### src/rtl/pc_sequencer.sv
// ============================================================================
// pc_sequencer
// ----------------------------------------------------------------------------
// Owns the fetch PC and picks the next one each cycle: sequential PC+4 or a
// redirect (branch/j/jal/jr) coming from the ID stage. The PC freezes while
// the hazard unit stalls or instruction memory is waiting.
//
// A redirect has delay-slot semantics. The word at the current pc is the
// delay slot. If that word cannot be fetched yet, the target is parked in
// pend_target_reg, and the PC moves once the delay slot has been delivered.
//
// Optional feature macro: PC_ALIGN_CHK_EN
//   When defined, a redirect whose target[1:0] != 0 sends the PC to EXC_VEC
//   instead and raises pc_adel for that cycle. When undefined, no check is
//   made and pc_adel is tied low.
//
// Ports
//   clk           in   1   clock, rising edge
//   reset         in   1   asynchronous, active-low reset
//   id_stall      in   1   hazard stall: PC and IF/ID frozen
//   imem_wait     in   1   instruction memory cannot return the word at pc
//   redir_valid   in   1   ID instruction is a taken branch/jump
//   redir_target  in   32  redirect target
//   pc            out  32  fetch address
//   pc4           out  32  pc + 4 (wraps)
//   if_valid      out  1   word at pc is valid this cycle
//   ifid_en       out  1   IF/ID write enable
//   redir_pend    out  1   redirect waiting for its delay slot
//   fetch_cnt     out  32  instructions delivered to IF/ID (wraps)
//   pc_adel       out  1   misaligned redirect taken (feature macro only)
// ============================================================================
module pc_sequencer #(
    parameter logic [31:0] RESET_PC = 32'h0000_3000,
    parameter logic [31:0] EXC_VEC  = 32'h0000_4180
) (
    input  logic        clk,
    input  logic        reset,
    input  logic        id_stall,
    input  logic        imem_wait,
    input  logic        redir_valid,
    input  logic [31:0] redir_target,
    output logic [31:0] pc,
    output logic [31:0] pc4,
    output logic        if_valid,
    output logic        ifid_en,
    output logic        redir_pend,
    output logic [31:0] fetch_cnt,
    output logic        pc_adel
);

    typedef enum logic [1:0] {
        BOOT = 2'd0,
        RUN  = 2'd1,
        PEND = 2'd2
    } state_t;

    state_t      state_reg, state_next;
    logic [31:0] pc_reg, pc_next;
    logic [31:0] pend_target_reg, pend_target_next;
    logic [31:0] fetch_cnt_reg, fetch_cnt_next;
    logic        adel_reg, adel_next;

    // Redirect actually being applied to pc this cycle, and its target.
    logic        apply;
    logic [31:0] apply_target;

    // ------------------------------------------------------------------
    // State registers
    // ------------------------------------------------------------------
    always_ff @(posedge clk or negedge reset) begin
        if (!reset) begin
            state_reg       <= BOOT;
            pc_reg          <= RESET_PC;
            pend_target_reg <= 32'h0;
            fetch_cnt_reg   <= 32'h0;
            adel_reg        <= 1'b0;
        end else begin
            state_reg       <= state_next;
            pc_reg          <= pc_next;
            pend_target_reg <= pend_target_next;
            fetch_cnt_reg   <= fetch_cnt_next;
            adel_reg        <= adel_next;
        end
    end

    // ------------------------------------------------------------------
    // Next-state / next-pc
    // ------------------------------------------------------------------
    always_comb begin
        state_next       = state_reg;
        pend_target_next = pend_target_reg;
        apply            = 1'b0;
        apply_target     = redir_target;
        pc_next          = pc_reg;
        adel_next        = 1'b0;

        case (state_reg)
            BOOT: begin
                // First fetch happens at RESET_PC, so pc is left alone.
                state_next = RUN;
            end
            RUN: begin
                if (!id_stall) begin
                    if (redir_valid && !imem_wait) begin
                        apply        = 1'b1;
                        apply_target = redir_target;
                    end else if (redir_valid) begin
                        pend_target_next = redir_target;
                        state_next       = PEND;
                    end else if (!imem_wait) begin
                        pc_next = pc_reg + 32'd4;
                    end
                end
            end
            PEND: begin
                // A second redir_valid here is a protocol error; the first
                // target is kept.
                if (!id_stall && !imem_wait) begin
                    apply        = 1'b1;
                    apply_target = pend_target_reg;
                    state_next   = RUN;
                end
            end
            default: begin
                state_next = BOOT;
            end
        endcase

        if (apply) begin
`ifdef PC_ALIGN_CHK_EN
            if (apply_target[1:0] != 2'b00) begin
                pc_next   = EXC_VEC;
                adel_next = 1'b1;
            end else begin
                pc_next = apply_target;
            end
`else
            pc_next = apply_target;
`endif
        end
    end

    // ------------------------------------------------------------------
    // Outputs
    // ------------------------------------------------------------------
    assign if_valid       = (state_reg != BOOT) && !imem_wait;
    assign ifid_en        = !id_stall;
    assign redir_pend     = (state_reg == PEND);
    assign pc             = pc_reg;
    assign pc4            = pc_reg + 32'd4;
    assign fetch_cnt      = fetch_cnt_reg;
    assign fetch_cnt_next = fetch_cnt_reg + {31'h0, (if_valid && !id_stall)};

`ifdef PC_ALIGN_CHK_EN
    assign pc_adel = adel_reg;
`else
    // Without the alignment check the flag register never sets.
    logic unused_exc_vec;
    assign unused_exc_vec = ^{EXC_VEC, adel_reg};
    assign pc_adel        = 1'b0;
`endif

endmodule

### config.mk
export PLATFORM = sky130hd
export DESIGN_NAME = pc_sequencer
export DESIGN_NICKNAME = d
export VERILOG_FILES = /design/src/rtl/pc_sequencer.sv
export SDC_FILE = /design/constraint.sdc
export NUM_CORES = 1
export LEC_CHECK = 0
export ABC_AREA = 1
export CAP_MARGIN = 30
export CELL_PAD_IN_SITES_DETAIL_PLACEMENT = 0
export CELL_PAD_IN_SITES_GLOBAL_PLACEMENT = 1
export CORE_UTILIZATION = 38
export CTS_BUF_LIST = sky130_fd_sc_hd__clkbuf_2
export DETAILED_ROUTE_END_ITERATION = 8
export PLACE_DENSITY = 0.86
export SETUP_SLACK_MARGIN = 0.02
export SLEW_MARGIN = 20
export SYNTH_ARGS = -nofsm -noshare
export SYNTH_HDL_FRONTEND = slang
export SYNTH_SLANG_ARGS = --single-unit
### constraint.sdc
create_clock -name clk -period 5.1 [get_ports clk]
set_input_delay 1.02 -clock clk [delete_from_list [all_inputs] [get_ports clk]]
set_output_delay 1.02 -clock clk [all_outputs]
set_load 0.01 [all_outputs]
==> results of run 1 <==
==> layout make-up <==
class | count | area share
well taps | 184 | 0.0315
clock inverters | 4 | 0.00291
repair buffers | 140 | 0.191
multi-input cells | 557 | 0.389
clock buffers | 10 | 0.00684
flip-flops and latches | 98 | 0.336
inverters | 82 | 0.0428
==> power groups by stage <==
stage | clock network [W] | logic [W] | registers [W]
2_1_floorplan | 0 | 0.000593 | 0.00125
3_3_place_gp | 0 | 0.00120 | 0.00125
3_5_place_dp | 0 | 0.00122 | 0.00125
4_1_cts | 0.000332 | 0.00122 | 0.00124
5_1_grt | 0.000361 | 0.00133 | 0.00127
6_report | 0.000319 | 0.00121 | 0.00124
==> logic make-up (layout without fill, tap and decap cells) <==
| logic type | after synthesis | count (layout) | share of synthesized area |
|---|---|---|---|
| mux | 21 | 21 | 0.0412 |
| fa+ha+maj | 7 | 7 | 0.0153 |
| compound gates | 67 | 67 | 0.0636 |
| simple gates | 422 | 422 | 0.315 |
| other cells | 1 | 1 | 0.000653 |
| xor+xnor | 39 | 39 | 0.0595 |
| flops | 98 | 98 | 0.428 |
| buf+inv | 106 | 236 | 0.0771 |
==> through the flow <==
| stage | power, W | hold slack (ns) | util |
|---|---|---|---|
| after floorplan | 0.00184 | 0.448 | - |
| after global placement | 0.00245 | 0.462 | 0.493 |
| after detailed placement | 0.00247 | 0.471 | 0.493 |
| after CTS | 0.00279 | 0.402 | 0.498 |
| after global routing | 0.00297 | 0.408 | 0.499 |
| final | 0.00277 | 0.407 | 0.499 |
==> layer usage <==
layer  global-route usage  part of all wire
met5                    0                 0
met4               0.0746             0.020
met3               0.0408             0.053
met2                0.327              0.44
met1                0.288              0.48
==> worst register-to-register path: stages, from the launching register on <==
cell	delay [ns]
dfrtp_1	0.41
inv_1	0.08
ha_1	0.22
nand2_1	0.10
nand2_1	0.06
nand3_2	0.05
buf_4	0.35
nand2_4	0.19
inv_4	0.34
nor2_1	0.15
nand2_1	0.08
o21ai_0	0.08
==> final timing paths <==
path,depth (start not counted),end,startpoint,slack (ns)
min reg2reg,2,pend_target_reg[15],pend_target_reg[15],0.52
min,1,pend_target_reg[8],reset,0.41
min in group clk,2,pend_target_reg[15],pend_target_reg[15],0.52
max reg2reg,11,pc[17],state_reg[1],2.92
max in group asynchronous,2,fetch_cnt[23],reset,3.56
max,8,pc4[24],pc[3],1.39
==> cell usage in the layout, fill, tap and decap left out, types with 4 or more instances in the layout <==
cell type          n
nand3_1           68
dfrtp_1           96
xor2_1            24
nand3b_1           4
nand2_1          236
ha_1               7
clkbuf_2          10
nor2_4             6
nand4_1            6
inv_1             79
nor2_1            79
nand2_2            4
a31oi_1           13
mux2_2            21
buf_4              5
nor3_1            11
xnor2_1           15
o21ai_0           26
clkdlybuf4s50_1  134
a21oi_1           20
==> out/metrics.yaml, run 1 <==
ys_top_cells_by_area: "dfrtp_1 (42%), nand2_1 (15%), nand3_1 (5.9%), inv_1 (5.2%), nor2_1 (5.2%)"
period_needed_ns: 3.71
synth_area_sq_mm: 0.00574
die_w_microns: 125
ant_nets: 0
grt.total_usage: 0.209
violations: "DRC"
hpwl_microns: 11600
p_sw_w: 0.00106
synth_edf_count: 0
regArea_sq_mm: 0.00245
critPathCaptureType: "output pin"
dr_total_vias: 5243
place_area_sq_mm: 0.00722
synth_top_area_share: 0.418
design.core.area_sq_mm: 0.0146
pre_cts_slack_ns: 1.49
hp-class: "input port to async pin"
report.final.slew_viol_count: 0
hold_buffers: 0
yosysWarnings: 0
fin_nets: 932
clock_path_buffers: 2
vdd_drop_max_mv: 0.193
final_area_sq_mm: 0.00731
tightestPinTransition_ns: 0.712
slew_headroom: 0.525
crit_arrival_ns: 2.69
viasPerCell: 4.88
place_congestion: 0.887
drt_iter0_markers: 301
seq_power_share: 0.446
path_max_fanout: 6
critPathBufInv: 1
rsz0062_at_grt: "no"
cts_resized: 0
synth_area_per_cell_sq_um: 7.55
swShare: 0.382
p_leak_nw: 3.39
ys_async_sr_fraction: 1.00
synth.most_common_cell: "nand2_1"
fillCellCount: 1481
clock_sinks: 98
first_global_vias: 5018
status: "finished with violations"
synth_fp_nets: 805
path_cells: "ha_1 -> nand2_1 -> nor2_1 -> nand2_2 -> nor2_1 -> nand3_1 -> nand2_1 -> clkdlybuf4s50_1"
setup-tns-final_ns: 0
fp.dieArea_sq_mm: 0.0156
overflow: 0
wl_microns: 15600
cts_buffers: 9
ioPinCount: 137
fmax_mhz: 270
crit_path_start_kind: "register"
synth_common_cells: "nand2_1 (236), dfrtp_1 (96), inv_1 (79), nor2_1 (79), nand3_1 (68)"
post-route-drc-count: 27
cts_setup_buffers: 0
rows: 44
worst_skew_pair.late_latency_ns: 0.59
drv_cap: 0
yosysUniqueCellTypes: 34
antenna_cells: 0
p_per_area_mw_per_mm2: 379
hold_viol: 0
finalCritPeriodShare: 0.727
ys_seq_area_frac: 0.428
fin_ws_ns: 1.39
grt_pass1_wl_microns: 25700
grt_max_degree: 54
cts_root_buffer: "clkbuf_2"
place_inst: 1060
port_buffers: 135
p_int_w: 0.00171
die_h_microns: 125
final-setup-viol-count: 0
cts_tree: "yes"
crit_required_ns: 4.08
cp_top_family: "simple AND/OR/NAND/NOR gates"
layout.cells.non_filler: 1075
skew_ns: 0.0353
clkPwrFrac: 0.115
drtPass1Iterations: 7
grt_antenna_before_repair: 0
htree_levels: 3
combPwrFrac: 0.439
ys_ff_latch: 98
area_growth_pct: 27.3
syn_inst: 761
crit_type: "register to output pin"
yosys_most_used_dff: "dfrtp_1"
max_stage_delay_ns: 0.53
multiInputGateArea_sq_mm: 0.00284
cts.clk_slew.worst_paths_ns: 0.26
layout-drive-gt1-share: 0.0696
cp_slowest_cell: "clkdlybuf4s50_1"
yosys.area.top_type: "dfrtp_1"
initial_core_util: 0.392
routedWlPerCell_microns: 14.5
Power figures use the tool's default switching activity.
==> run 2, diff against run 1 <==
--- a/config.mk
+++ b/config.mk
@@ -9,10 +9,10 @@
 export CAP_MARGIN = 30
 export CELL_PAD_IN_SITES_DETAIL_PLACEMENT = 0
 export CELL_PAD_IN_SITES_GLOBAL_PLACEMENT = 1
-export CORE_UTILIZATION = 38
+export CORE_UTILIZATION = 34
 export CTS_BUF_LIST = sky130_fd_sc_hd__clkbuf_2
 export DETAILED_ROUTE_END_ITERATION = 8
-export PLACE_DENSITY = 0.86
+export PLACE_DENSITY = 0.82
 export SETUP_SLACK_MARGIN = 0.02
 export SLEW_MARGIN = 20
 export SYNTH_ARGS = -nofsm -noshare
==> constraint.sdc (replaced) <==
create_clock -name clk -period 2.97 [get_ports clk]
set_input_delay 0.594 -clock clk [delete_from_list [all_inputs] [get_ports clk]]
set_output_delay 0.594 -clock clk [all_outputs]
set_load 0.01 [all_outputs]
==> out/metrics.yaml, run 2 (same netlist as run 1, synthesis figures left out) <==
status: "complete, no violations"
grt_antenna_before_repair: 1  # +1
ioPinCount: 137  # unchanged
cts_root_buffer: "clkbuf_2"
multiInputGateArea_sq_mm: 0.00298  # +4.7%
layout_common_cells: "nand2_1 (229), clkdlybuf4s50_1 (109), dfrtp_1 (85), inv_1 (77), nor2_1 (70)"
port_buffers: 135  # unchanged
place_area_sq_mm: 0.00733  # +1.5%
routedWlPerCell_microns: 14.7  # +1.4%
drv_cap: 0  # unchanged
r2r_cells: 11  # unchanged
final-setup-viol-count: 0  # unchanged
grt.total_usage: 0.198  # -0.0112
overflow: 0  # unchanged
crit_arrival_ns: 2.25  # -0.44 ns
regArea_sq_mm: 0.00247  # +0.56%
holdWs_ns: 0.0213  # -0.386 ns
crit_path_start_kind: "register"
place_congestion: 0.816  # -8.0%
report.final.slew_viol_count: 0  # unchanged
drt_iter0_markers: 293  # -2.7%
grt_max_degree: 58  # +7.4%
initial_core_util: 0.347  # -0.0446
fin_ws_ns: 0.121  # -1.27 ns
p_leak_nw: 3.75  # +11%
clock_path_buffers: 2  # unchanged
crit_required_ns: 2.38  # -1.70 ns
grt_pass1_wl_microns: 27200  # +5.9%
ant_nets: 0  # unchanged
fmax_mhz: 351
hold_viol: 0  # unchanged
hp-class: "input port to async pin"
cts_buffers: 9  # unchanged
vdd_drop_max_mv: 0.319  # +66%
design.core.area_sq_mm: 0.0165  # +13%
critPathBufInv: 2  # +1
crit_type: "register to output pin"
period_needed_ns: 2.85
path_max_fanout: 3  # -3
viasPerCell: 4.79  # -1.8%
fp.dieArea_sq_mm: 0.0174  # +12%
p_per_area_mw_per_mm2: 657  # +73%
layout-drive-gt1-share: 0.159  # +0.0894
cts_tree: "yes"
total_power_w: 0.00515  # +86%
cts.clk_slew.worst_paths_ns: 0.26  # about the same
drtPass1Iterations: 6  # -1
rsz0062_at_grt: "yes"
layout.cells.non_filler: 1151  # +7.1%
finalCritPeriodShare: 0.959
first_global_vias: 5171  # +3.0%
hpwl_microns: 12100  # +4.5%
layout_commonest_cell: "nand2_1"
slew_headroom: 0.483  # -0.0428
critical_path_depth: 9  # +1
rows: 47  # +6.8%
pre_cts_slack_ns: 0.199  # -1.29 ns
wl_microns: 16900  # +8.5%
tightestPinTransition_ns: 0.776  # +0.0642 ns
final_area_sq_mm: 0.00785  # +7.3%
fin_nets: 972  # +4.3%
area_growth_pct: 36.7
max_stage_delay_ns: 0.62  # +0.09 ns
place_inst: 1099  # +3.7%
path_cells: "nand2_1 -> nor2_2 -> nand2_1 -> nor2_4 -> buf_4 -> nand2_1 -> nand2_1 -> nand2_1 -> dlygate4sd2_1"
clock_sinks: 98  # unchanged
hold_buffers: 0  # unchanged
htree_levels: 3  # unchanged
die_w_microns: 132  # +5.6%
cp_top_family: "simple AND/OR/NAND/NOR gates"
critPathCaptureType: "output pin"
cp_slowest_cell: "dfstp_2"
post-route-drc-count: 0  # -100%
dr_total_vias: 5514  # +5.2%
antenna_cells: 0  # unchanged
fillCellCount: 1640  # +11%
die_h_microns: 132  # +5.6%
cpMostUsedCell: "nand2_1"
worst_skew_pair.late_latency_ns: 0.59  # about the same
skew_ns: 0.0240  # -0.0113 ns
## run 2: power by group
part	leakage, nW	internal [W]	total, W	switching, W
registers	1.20	0.00176	0.00211	0.000358
logic	2.48	0.00121	0.00233	0.00113
clock network	0.0704	0.000261	0.000706	0.000445
## run 2: cell type report
| cell class | instances | area share |
|---|---|---|
| multi-input cells | 557 | 0.379 |
| flip-flops and latches | 98 | 0.315 |
| repair buffers | 180 | 0.216 |
| inverters | 82 | 0.0402 |
| well taps | 220 | 0.0351 |
| clock inverters | 5 | 0.00909 |
| clock buffers | 9 | 0.00574 |
## run 2: final timing paths
kind | from | endpoint | slack [ns]
max reg2reg | state_reg[0] | fetch_cnt[30] | 0.81
max in group asynchronous | reset | fetch_cnt[29] | 2.22
min | reset | pend_target_reg[8] | 0.02
min reg2reg | pend_target_reg[12] | pend_target_reg[12] | 0.52
min in group clk | pend_target_reg[12] | pend_target_reg[12] | 0.52
max | pc[12] | pc4[23] | 0.12
## run 2: per-stage QoR
stage	util	TNS, ns
after floorplan	-	0
after global placement	0.443	0
after detailed placement	0.443	0
after CTS	0.469	-0.116
after global routing	0.475	-0.000630
final	0.475	0
## run 2: worst register-to-register path, cell delays in order, from the launching register on
cell and delay, ns:
dfrtp_1 0.40, inv_1 0.07, ha_1 0.22, nor2_1 0.12
ha_1 0.24, ha_1 0.20, nand2_2 0.08, nor2_1 0.23
inv_1 0.11, nor2_1 0.20, nand2_1 0.10, xnor2_1 0.13
## run 2: timing repair
action,in CTS,in global routing
setup endpoints to repair,23,21
pin swaps,12,14
gates resized for setup,61,38
setup buffers,28,10
gates cloned,0,0
## run 2: metal layers
layer,up-vias,routed length (microns),track usage
li1,2768,-,-
met1,2578,7820,0.268
met2,154,8080,0.327
met3,12,825,0.0304
met4,2,157,0.0530
met5,-,16,0
==> run 3, diff against run 2 <==
--- a/config.mk
+++ b/config.mk
@@ -11,6 +11,7 @@
 export CELL_PAD_IN_SITES_GLOBAL_PLACEMENT = 1
 export CORE_UTILIZATION = 34
 export CTS_BUF_LIST = sky130_fd_sc_hd__clkbuf_2
+export CTS_CLUSTER_SIZE = 14
 export DETAILED_ROUTE_END_ITERATION = 8
 export PLACE_DENSITY = 0.82
 export SETUP_SLACK_MARGIN = 0.02
==> results of run 3 <==
The final DEF is identical to that of run 2; final timing and power are the same.
